$ cat src/rtl/spwm_sequencer.sv
// Three-phase SPWM scheduler: one shared sine-table read port, three reads per carrier period,
// with all three duty words committed on the same edge.
module spwm_sequencer #(
    parameter int ADDRESS_BITS  = 8,
    parameter int MEM_WORD_BITS = 8,
    parameter int ACC_BITS      = 24,
    parameter int PHASE_SHIFT_B = 85,
    parameter int PHASE_SHIFT_C = 170
) (
    input  logic                     clk,
    input  logic                     rst,
    input  logic                     enable,
    input  logic                     carrier_sync,
    input  logic [ACC_BITS-1:0]      freq_word,
    output logic [ADDRESS_BITS-1:0]  mem_addr,
    input  logic [MEM_WORD_BITS-1:0] mem_data,
    output logic [MEM_WORD_BITS-1:0] duty_a,
    output logic [MEM_WORD_BITS-1:0] duty_b,
    output logic [MEM_WORD_BITS-1:0] duty_c,
    output logic                     duty_valid,
    output logic                     busy,
    output logic                     overrun
);

    // state | meaning
    // IDLE  | waiting for carrier_sync
    // RD_A  | phase A address on the table port
    // RD_B  | phase B address out, phase A data returning
    // RD_C  | phase C address out, phase B data returning
    // CAP   | phase C data returning, commit all three duties
    typedef enum logic [2:0] {IDLE, RD_A, RD_B, RD_C, CAP} state_t;

    localparam logic [MEM_WORD_BITS-1:0] MID     = {1'b1, {(MEM_WORD_BITS-1){1'b0}}};
    localparam logic [ADDRESS_BITS-1:0]  SHIFT_B = ADDRESS_BITS'(PHASE_SHIFT_B);
    localparam logic [ADDRESS_BITS-1:0]  SHIFT_C = ADDRESS_BITS'(PHASE_SHIFT_C);

    state_t                     state;
    logic [ACC_BITS-1:0]        acc;
    logic [ACC_BITS-1:0]        acc_sum;
    logic [ADDRESS_BITS-1:0]    base;
    logic [MEM_WORD_BITS-1:0]   shadow_a;
    logic [MEM_WORD_BITS-1:0]   shadow_b;

    assign acc_sum = acc + freq_word;
    assign base    = acc[ACC_BITS-1 -: ADDRESS_BITS];

    always_ff @(posedge clk) begin
        if (rst) begin
            state      <= IDLE;
            acc        <= '0;
            mem_addr   <= '0;
            shadow_a   <= MID;
            shadow_b   <= MID;
            duty_a     <= MID;
            duty_b     <= MID;
            duty_c     <= MID;
            duty_valid <= 1'b0;
            busy       <= 1'b0;
            overrun    <= 1'b0;
        end else begin
            duty_valid <= 1'b0;
            case (state)
                IDLE: begin
                    if (carrier_sync) begin
                        if (enable) begin
                            acc      <= acc_sum;
                            mem_addr <= acc_sum[ACC_BITS-1 -: ADDRESS_BITS];
                            busy     <= 1'b1;
                            state    <= RD_A;
                        end else begin
                            acc        <= '0;
                            duty_a     <= MID;
                            duty_b     <= MID;
                            duty_c     <= MID;
                            duty_valid <= 1'b1;
                        end
                    end
                end
                RD_A: begin
                    mem_addr <= base + SHIFT_B;
                    state    <= RD_B;
                end
                RD_B: begin
                    shadow_a <= mem_data;
                    mem_addr <= base + SHIFT_C;
                    state    <= RD_C;
                end
                RD_C: begin
                    shadow_b <= mem_data;
                    mem_addr <= '0;
                    state    <= CAP;
                end
                CAP: begin
                    duty_a     <= shadow_a;
                    duty_b     <= shadow_b;
                    duty_c     <= mem_data;
                    duty_valid <= 1'b1;
                    busy       <= 1'b0;
                    state      <= IDLE;
                end
                default: begin
                    mem_addr <= '0;
                    busy     <= 1'b0;
                    state    <= IDLE;
                end
            endcase
            // A sync that lands mid-sequence is dropped; only the flag records it.
            if (carrier_sync && state != IDLE)
                overrun <= 1'b1;
        end
    end

endmodule

$ cat config.mk
export PLATFORM = sky130hd
export DESIGN_NAME = spwm_sequencer
export DESIGN_NICKNAME = d
export VERILOG_FILES = /design/src/rtl/spwm_sequencer.sv
export SDC_FILE = /design/constraint.sdc
export NUM_CORES = 1
export LEC_CHECK = 0
export CAP_MARGIN = 20
export CORE_MARGIN = 2
export CORE_UTILIZATION = 50
export DETAILED_ROUTE_END_ITERATION = 10
export PLACE_DENSITY = 0.87
export SYNTH_ARGS = -nofsm -noshare
export SYNTH_HDL_FRONTEND = slang
export SYNTH_SLANG_ARGS = --single-unit
$ cat constraint.sdc
create_clock -name clk -period 6.3 [get_ports clk]
set_input_delay 1.26 -clock clk [delete_from_list [all_inputs] [get_ports clk]]
set_output_delay 1.26 -clock clk [all_outputs]
set_load 0.05 [all_outputs]
==> run metrics, run 1 <==
status finished, final reports clean; Slew Limit Fails 0; met1 WL 5.02 mm; Max clock buf depth 2; post-route setup TNS 0 ns; Worst-Margin Slew 0.842 ns; synthesized instance count 547; sequential share of the synthesized area 35.4%; drt pass-1 iters 5; setup bufs post-CTS 0; Lkg Pwr 2.02 nW; ys async rst share 0%; synth top area cells dfxtp_1, ha_1, nand2_1, a21oi_1, a22oi_1; main combinational cell family by area after synthesis compound AO/OA/AOI/OAI gates; Area Overhead vs Synth 20.7%; Worst setup SP type input pin; PortBufs 70; first-pass GRT wire length roughly 19 mm; Power, Total 1.22 mW; leading cell type in the layout, fill and taps excluded nand2_1; CTS buffer count 9; Sequential Area 1560 um^2; Synth Area in Simple Gates 20.7%; worst r2r src acc[17]$_SDFFE_PP0P_; Initial Util 51.1%; share of cells above drive strength 1 6.92%; clk slew on worst S/H paths 0.09 ns; Post-Synth XOR/XNOR Area 4.57%; Routability Congestion 0.940; met3 wire length 683 um; mux cell area share after synthesis 0.454%; Compound-Gate Fraction of Synth Area 27.7%; Worst setup startpoint freq_word[0]; Routed Antenna Nets 0; Post-synth EDFFs 0; Core Region 8640 um^2; met2 WL post-DR 5.55 mm; Final setup violation count 0; TritonCTS clock tree built; Period minus WS final 3.46 ns; WL final 11.6 mm; RSZ-0062 raised after global routing false; post-synth cell types 69; Yosys warnings 0; drt wl/cell roughly 16 um; CP Class input pin to register; clock sinks 78; die width 97.9 um; post-CTS sizing 0; worst hold path class register to register; HPWL Detailed 8.42 mm; top layer in use met4; Remaining DRCs 0; Root Buffer clkbuf_8; H-tree Lvls 3; maxcap violations 0; CP required 6.55 ns; Crit path arrival time 3.71 ns; Mean Syn Cell Area 8.06 um^2; Crit Path Max Fanout 5; Worst-Skew Late Latency 0.36 ns; Chip Height 97.9 um; total gr overflow 0; Mapped Area 4410 um^2; Antenna Cells 0; vias per cell between 6 and 7; syn_nets 610; Synth Area in Adders 7.83%; peak supply drop 0.115 mV; multi-input logic area 2700 um^2; Synth Flop Type dfxtp_1; Synth area leader dfxtp_1; period utilization roughly 55%; clk_skew between 0.01 and 0.015 ns; initial drt markers between 200 and 300; GRT Total Usage between 20% and 30%; commonest non-fill, non-tap cells in the layout nand2_1, dfxtp_1, clkdlybuf4s50_1, nor2_1, a21oi_1; Fin. Hold Viols 0; Placement Rows 34; # fillers 746; max frequency 0.289 GHz; Synth top area share 35.4%; Die ar. around 9600 um^2; #FFs+latches synth 78; initial antenna violation count 0; largest net degree at the start of global routing 69; via count of the first global-routing pass 4047; hold_ws 0.461 ns; PD cells 229 nW/um^2; worst hold start shadow_b[5]$_SDFFE_PP0P_; DR vias 4332; nets 665; Ports between 70 and 80; Post-CTS Hold Fix Bufs 0; relative slew slack ~44%; CP endpoint kind register
==> area by class of cell <==
| cell class | count | share of cell area (%) |
|---|---|---|
| inverter | 4 | 0.282 |
| timing repair buffer | 73 | 13.7 |
| multi-input combinational | 436 | 50.7 |
| tap | 108 | 2.54 |
| sequential | 78 | 29.3 |
| clock buffer | 9 | 2.33 |
| clock inverter | 7 | 1.06 |
==> report_power, final <==
group	leakage, nW	switching (mW)	internal [mW]	total (mW)
sequential	0.634	0.0256	0.518	0.543
clock	0.0906	0.201	0.148	0.349
combinational	1.30	0.200	0.129	0.329
total	2.02	0.427	0.794	1.22
==> worst paths after layout <==
kind | to | slack [ns] | cells after the start
worst min-delay path | shadow_b[5]$_SDFFE_PP0P_ | 0.46 | 2
worst min register to register | shadow_b[5]$_SDFFE_PP0P_ | 0.46 | 2
worst max register to register | mem_addr[6]$_SDFFE_PP0P_ | 3.84 | 8
worst max-delay path | mem_addr[6]$_SDFFE_PP0P_ | 2.84 | 10
==> sequential cells by signal (all words and copies together), names as in the netlist, 3 cells and up <==
register	flops
duty_c	8
acc	24
shadow_a	8
duty_a	8
duty_b	8
shadow_b	8
mem_addr	8
state	3
==> through the flow <==
stage | utilization, % | setup WS, ns | cell area, um^2 | instances
CTS | 61.4 | 2.87 | 5300 | 714
global placement | 59.3 | 2.57 | 5120 | 698
floorplan | - | 3.13 | 4410 | 547
detailed placement | 59.3 | 2.52 | 5120 | 698
global route | 61.6 | 2.71 | 5320 | 715
finish | 61.6 | 2.84 | 5320 | 715
==> worst max-delay path: stages <==
cell,delay (ns)
clkdlybuf4s50_1,0.41
ha_1,0.23
fa_1,0.43
a211oi_2,0.28
o21bai_4,0.13
a41oi_1,0.22
o31ai_1,0.15
a31oi_1,0.20
o21ai_0,0.14
a31o_2,0.26
==> kinds of logic (layout without fill, tap and decap cells) <==
family,count (synthesis),count (layout)
AO/OA/AOI/OAI,183,183
buffers and inverters,33,93
flip-flops,78,78
adder cells (fa/ha/maj),27,27
AND/OR/NAND/NOR,201,201
multiplexers,2,2
XOR/XNOR,23,23
==> metal layers <==
metal  track usage, %  vias up
met3             4.37       31
met1             29.7     2032
met4             9.83        0
li1                 -     2094
met2             39.6      175
met5                0        -
==> synthesized netlist by cell type (8+ instances only) <==
cell type / count
buf_2: 9
xnor2_1: 15
dfxtp_1: 78
a31oi_1: 8
xor2_1: 8
nor2_1: 60
a21oi_1: 59
o21ai_0: 28
clkbuf_1: 15
a22oi_1: 31
nand2b_1: 11
ha_1: 26
nand2_1: 84
No activity file was read; power rests on OpenSTA's default activity.
==> run 2: changes to the inputs <==
--- a/config.mk
+++ b/config.mk
@@ -7,9 +7,9 @@
 export LEC_CHECK = 0
 export CAP_MARGIN = 20
 export CORE_MARGIN = 2
-export CORE_UTILIZATION = 50
+export CORE_UTILIZATION = 49
 export DETAILED_ROUTE_END_ITERATION = 10
-export PLACE_DENSITY = 0.87
+export PLACE_DENSITY = 0.89
 export SYNTH_ARGS = -nofsm -noshare
 export SYNTH_HDL_FRONTEND = slang
 export SYNTH_SLANG_ARGS = --single-unit
==> constraint.sdc (replaced) <==
create_clock -name clk -period 2.8 [get_ports clk]
set_input_delay 0.56 -clock clk [delete_from_list [all_inputs] [get_ports clk]]
set_output_delay 0.56 -clock clk [all_outputs]
set_load 0.05 [all_outputs]
==> run 2 against run 1 <==
Net effect:
- utilization increased by 1.3 points
- register-to-register slack got worse by 3.4 ns
- sequential power rose by 120%
- worst hold slack better by 0.0018 ns
- worst setup slack worse by 2.7 ns
- clock power grew 120%
- clock skew fell by 0.0012 ns
- wire length grew 4.4%
- critical endpoint unchanged
==> run metrics, run 2 (same netlist as run 1, synthesis figures left out) <==
Area Overhead vs Synth 24.5%; Lkg Pwr 2.13 nW (+5.1%); Final setup violation count 0 (unchanged); relative slew slack 46.8% (+3.2 points); max frequency between 0.3 and 0.4 GHz; Fin. Hold Viols 0 (unchanged); drt pass-1 iters 5 (unchanged); met1 usage 32.7% (+3.0 points); share of cells above drive strength 1 10.2% (+3.3 points); peak supply drop 0.374 mV (+230%); setup bufs post-CTS 0 (unchanged); CP peak stage delay 0.40 ns (-0.03 ns); status finished, final reports clean; clk slew on worst S/H paths 0.09 ns (about the same); Most Crowded Layer GR met2; DR vias 4381 (+1.1%); GRT Total Usage 24.9% (+1.4 points); leading cell type in the layout, fill and taps excluded nand2_1; CP required 3.05 ns (-3.50 ns); WL final 12.1 mm (+4.4%); CP Cell Sequence clkdlybuf4s50_1, ha_1, fa_2, a211oi_4, o21bai_4, a41oi_1, o31ai_1, a31oi_1, o21ai_0, a31o_2; via count of the first global-routing pass 4191 (+3.6%); worst hold path class register to register; Place WS -0.239 ns (-2.76 ns); Routed Antenna Nets 0 (unchanged); Initial Util 50.6% (-0.50 points); nets 687 (+3.3%); worst setup margin 0.137 ns (-2.70 ns); vias per cell 5.95 (-1.8%); Die ar. 9770 um^2 (+2.0%); Worst-Margin Slew 0.798 ns (-0.0443 ns); Worst path slowest cell clkdlybuf4s50_1; PortBufs 70 (unchanged); total gr overflow 0 (unchanged); PD cells 506 nW/um^2 (+120%); drt wl/cell 16.5 um (+1.5%); Placed Area 5300 um^2 (+3.4%); HPWL Detailed 8.99 mm (+6.9%); Root Buffer clkbuf_8; commonest non-fill, non-tap cells in the layout nand2_1, dfxtp_1, clkdlybuf4s50_1, nor2_1, a21oi_1; Crit Path Max Fanout 5 (unchanged); Period minus WS final 2.66 ns; Placement Rows 34 (unchanged); Largest register FFs 24 (unchanged); Core Region 8720 um^2 (+0.99%); clock sinks 78 (unchanged); final core utilization 62.9% (+1.3 points); CP bufs+invs 1 (unchanged); maxcap violations 0 (unchanged); initial antenna violation count 0 (unchanged); Worst path top cell family by delay compound AO/OA/AOI/OAI gates; Reg with most FFs acc; first-pass GRT wire length 19.9 mm (+6.5%); largest net degree at the start of global routing 51 (-26%); Worst-Skew Late Latency 0.35 ns (about the same); clk_skew 0.0126 ns (-0.00122 ns); die width 98.9 um (+0.98%); met3 usage 3.62% (-0.75 points); Worst setup SP type input pin; Routability Congestion 0.909 (-3.3%); # fillers 700 (-6.2%); CTS buffer count 9 (unchanged); Max clock buf depth 2 (unchanged); TritonCTS clock tree built; Remaining DRCs 0 (unchanged); period utilization 95.1%; Chip Height 98.9 um (+0.98%); Antenna Cells 0 (unchanged); initial drt markers 343 (+20%); Crit path arrival time 2.92 ns (-0.79 ns); H-tree Lvls 3 (unchanged); CP Class input pin to register; Ports 71 (unchanged); CP endpoint kind register; Slew Limit Fails 0 (unchanged); Finished Cell Area 5490 um^2 (+3.1%); met2 Use GR 41.3% (+1.7 points)
## run 2: final timing paths
path / from / end / slack [ns] / depth (start not counted)
setup / recovery: freq_word[0] / mem_addr[6]$_SDFFE_PP0P_ / 0.14 / 10
hold / removal: acc[11]$_SDFFE_PP0P_ / acc[11]$_SDFFE_PP0P_ / 0.46 / 2
setup reg to reg: acc[0]$_SDFFE_PP0P_ / mem_addr[6]$_SDFFE_PP0P_ / 0.46 / 9
hold reg to reg: acc[11]$_SDFFE_PP0P_ / acc[11]$_SDFFE_PP0P_ / 0.46 / 2
## run 2: report_power, final
group / switching [mW] / leakage [nW] / internal, mW
combinational: 0.464 / 1.40 / 0.321
sequential: 0.0584 / 0.634 / 1.16
clock: 0.428 / 0.0885 / 0.343
## run 2: cell type report
class / count / area (um^2) / area share (%)
flip-flops and latches: 78 / 1560 / 28.4
clock buffers: 10 / 138 / 2.51
repair buffers: 95 / 883 / 16.1
well taps: 108 / 135 / 2.46
clock inverters: 5 / 35.0 / 0.638
multi-input cells: 436 / 2720 / 49.6
inverters: 4 / 15.0 / 0.274
## run 2: through the flow
| step | instances | hold slack, ns | total power [mW] | TNS (ns) |
|---|---|---|---|---|
| floorplan | 547 | 0.429 | 1.76 | 0 |
| global placement | 721 | 0.441 | 1.99 | -0.954 |
| detailed placement | 721 | 0.447 | 2.01 | -1.34 |
| CTS | 736 | 0.462 | 2.77 | 0 |
| global route | 736 | 0.486 | 2.90 | -0.00129 |
| finish | 736 | 0.462 | 2.78 | 0 |
## run 2: worst min-delay path, delay by kind of cell (launching register included)
| kind | cells | cell delay (ns) |
|---|---|---|
| AOI/OAI and AO/OA | 1 | 0.05 |
| and+or+nand+nor | 1 | 0.04 |
| DFF | 1 | 0.33 |
## run 2: layer usage
metal	routed length [um]	vias to the layer above
met5	0	-
met4	333	0
met3	572	33
met2	5940	152
met1	5270	2065
li1	-	2131
## run 2: timing repair
action	in CTS	in global routing
hold buffers	0	0
resized for setup	0	3
setup endpoints to repair	0	4
==> run 3: changes to the inputs <==
--- a/config.mk
+++ b/config.mk
@@ -10,6 +10,7 @@
 export CORE_UTILIZATION = 49
 export DETAILED_ROUTE_END_ITERATION = 10
 export PLACE_DENSITY = 0.89
+export SETUP_SLACK_MARGIN = 0.15
 export SYNTH_ARGS = -nofsm -noshare
 export SYNTH_HDL_FRONTEND = slang
 export SYNTH_SLANG_ARGS = --single-unit
==> run 3 against run 2 <==
Net effect:
- register-to-register slack gained 0.08 ns
- design area grew 0.41%
- wire length increased by 0.63%
- cell count is 0.14% higher
- maximum frequency increased by 5.4%
- critical path depth unchanged
- global-route usage grew 0.13 points
- worst hold slack about the same
- sequential share of layout area decreased by 0.12 points
- utilization increased by 0.26 points
- clock skew about the same
- flip-flop and latch count stayed put
- largest cell class unchanged
==> run metrics, run 3 (same netlist as run 1, synthesis figures left out) <==
status finished, final reports clean; CTS buffer count 9 (unchanged); Sw Pwr 0.956 mW (+0.62%); Lkg Pwr 2.13 nW (+0.19%); RSZ-0062 raised after global routing false; clk_skew 0.0122 ns (-0.000396 ns); Ports 71 (unchanged); sequential cell fraction of total power 43.9% (about the same); Slew Limit Fails 0 (unchanged); period utilization 90.3% (-4.8 points); Sequential Area 1560 um^2 (unchanged); commonest non-fill, non-tap cells in the layout nand2_1, dfxtp_1, clkdlybuf4s50_1, nor2_1, a21oi_1; Period minus WS final 2.53 ns (-0.136 ns); multi-input logic area 2740 um^2 (+0.55%); share of cells above drive strength 1 10.8% (+0.62 points); Non-Filler Instances 737 (+0.14%); internal power 1.83 mW (+0.11%); r2r setup slk 0.54 ns (+0.08 ns); Place WS -0.239 ns (unchanged); TritonCTS clock tree built; clock sinks 78 (unchanged); Final setup violation count 0 (unchanged); Die ar. 9770 um^2 (unchanged); total gr overflow 0 (unchanged); largest net degree at the start of global routing 51 (unchanged); Crit path arrival time 2.78 ns (-0.14 ns); Reg with most FFs acc; Root Buffer clkbuf_8; post-route setup TNS 0 ns (unchanged); Fin. Hold Viols 0 (unchanged); die width 98.9 um (unchanged); Placement Rows 34 (unchanged); peak supply drop 0.385 mV (+3.0%); R2R depth 8 (-1); drt wl/cell 16.5 um (+0.49%); initial antenna violation count 0 (unchanged); Comb pwr share 28.4% (about the same); H-tree Lvls 3 (unchanged); dpl cells 721 (unchanged); CP endpoint kind register; Antenna Cells 0 (unchanged); Routability Congestion 0.909 (unchanged); CP Class input pin to register; worst hold path class register to register; Remaining DRCs 0 (unchanged); Clk pwr share 27.7% (about the same); # fillers 696 (-0.57%); vias per cell 5.99 (+0.57%); relative slew slack 48.3% (+1.4 points); Initial Util 50.6% (unchanged); GRT Total Usage 25.1% (+0.13 points); WL final 12.2 mm (+0.63%); Routed Antenna Nets 0 (unchanged); HPWL Detailed 8.99 mm (unchanged); Area Overhead vs Synth 25.0%; DR vias 4412 (+0.71%); Core Region 8720 um^2 (unchanged); Largest register FFs 24 (unchanged); nets 688 (+0.15%); Finished Cell Area 5510 um^2 (+0.41%); worst setup margin 0.272 ns (+0.136 ns); Worst setup SP type input pin; clk slew on worst S/H paths 0.09 ns (about the same); maxcap violations 0 (unchanged); initial drt markers 340 (-0.87%); switching part of the total 34.3% (+0.12 points); Worst-Skew Late Latency 0.35 ns (about the same); drt pass-1 iters 5 (unchanged); Hold Path Stages 2 (unchanged); Chip Height 98.9 um (unchanged); leading cell type in the layout, fill and taps excluded nand2_1; PD cells 506 nW/um^2 (-0.13%); CP required 3.05 ns (about the same); via count of the first global-routing pass 4206 (+0.36%); first-pass GRT wire length 20.0 mm (+0.48%); Placed Area 5300 um^2 (unchanged); max frequency 0.396 GHz (+5.4%); Max clock buf depth 2 (unchanged); PortBufs 70 (unchanged); Worst-Margin Slew 0.776 ns (-0.0215 ns); Crit Path Max Fanout 3 (-2)
-- run 3: changes by cell type in the layout (fill, tap and decap cells not counted), sizes merged --
cell,delta
buf,+1
-- run 3: worst max-delay path: stages --
cell and delay, ns:
clkdlybuf4s50_1 0.40, ha_2 0.19, fa_2 0.37, a211oi_4 0.26, o21bai_4 0.11, a41oi_1 0.20, o31ai_1 0.15, a31oi_1 0.18
o21ai_1 0.10, a31o_2 0.26
-- run 3: path summary, 6_finish.rpt --
check	startpoint	end
worst min-delay path	acc[11]$_SDFFE_PP0P_	acc[11]$_SDFFE_PP0P_
worst max-delay path	freq_word[0]	mem_addr[6]$_SDFFE_PP0P_
worst min register to register	acc[11]$_SDFFE_PP0P_	acc[11]$_SDFFE_PP0P_
worst max register to register	acc[19]$_SDFFE_PP0P_	mem_addr[6]$_SDFFE_PP0P_
-- run 3: metrics by stage --
step	power, mW	hold WS (ns)	utilization [%]
after floorplan	1.76	0.429	-
after global placement	1.99	0.441	60.7
after CTS	2.78	0.462	62.9
after global routing	2.91	0.486	63.2
final	2.79	0.463	63.2
after detailed placement	2.01	0.447	60.7
-- run 3: what timing repair did --
action | CTS | global route
pin swaps | 8 | 6
gates cloned | 0 | 0
endpoints found under the setup margin | 3 | 7
gates resized for setup | 3 | 5
setup buffers | 1 | 0
hold buffers | 0 | 0
-- run 3: cell type report --
type	count	share of cell area, %
clock buffer	10	2.50
timing repair buffer	96	16.2
inverter	4	0.272
multi-input combinational	436	49.6
clock inverter	5	0.636
sequential	78	28.3
tap	108	2.45
-- run 3: power groups by stage --
stage | registers, mW | clock network (mW) | logic, mW
after global routing | 1.23 | 0.822 | 0.858
after global placement | 1.24 | 0 | 0.746
after detailed placement | 1.25 | 0 | 0.766
final | 1.22 | 0.772 | 0.792
after CTS | 1.22 | 0.780 | 0.776
after floorplan | 1.30 | 0 | 0.458
-- run 3: per-layer routing --
layer / vias up / wire (um) / GRT usage, %
li1: 2126 / - / -
met1: 2095 / 5240 / 32.8
met2: 158 / 5920 / 41.4
met3: 33 / 694 / 3.76
met4: 0 / 340 / 10.4
met5: - / 0 / 0
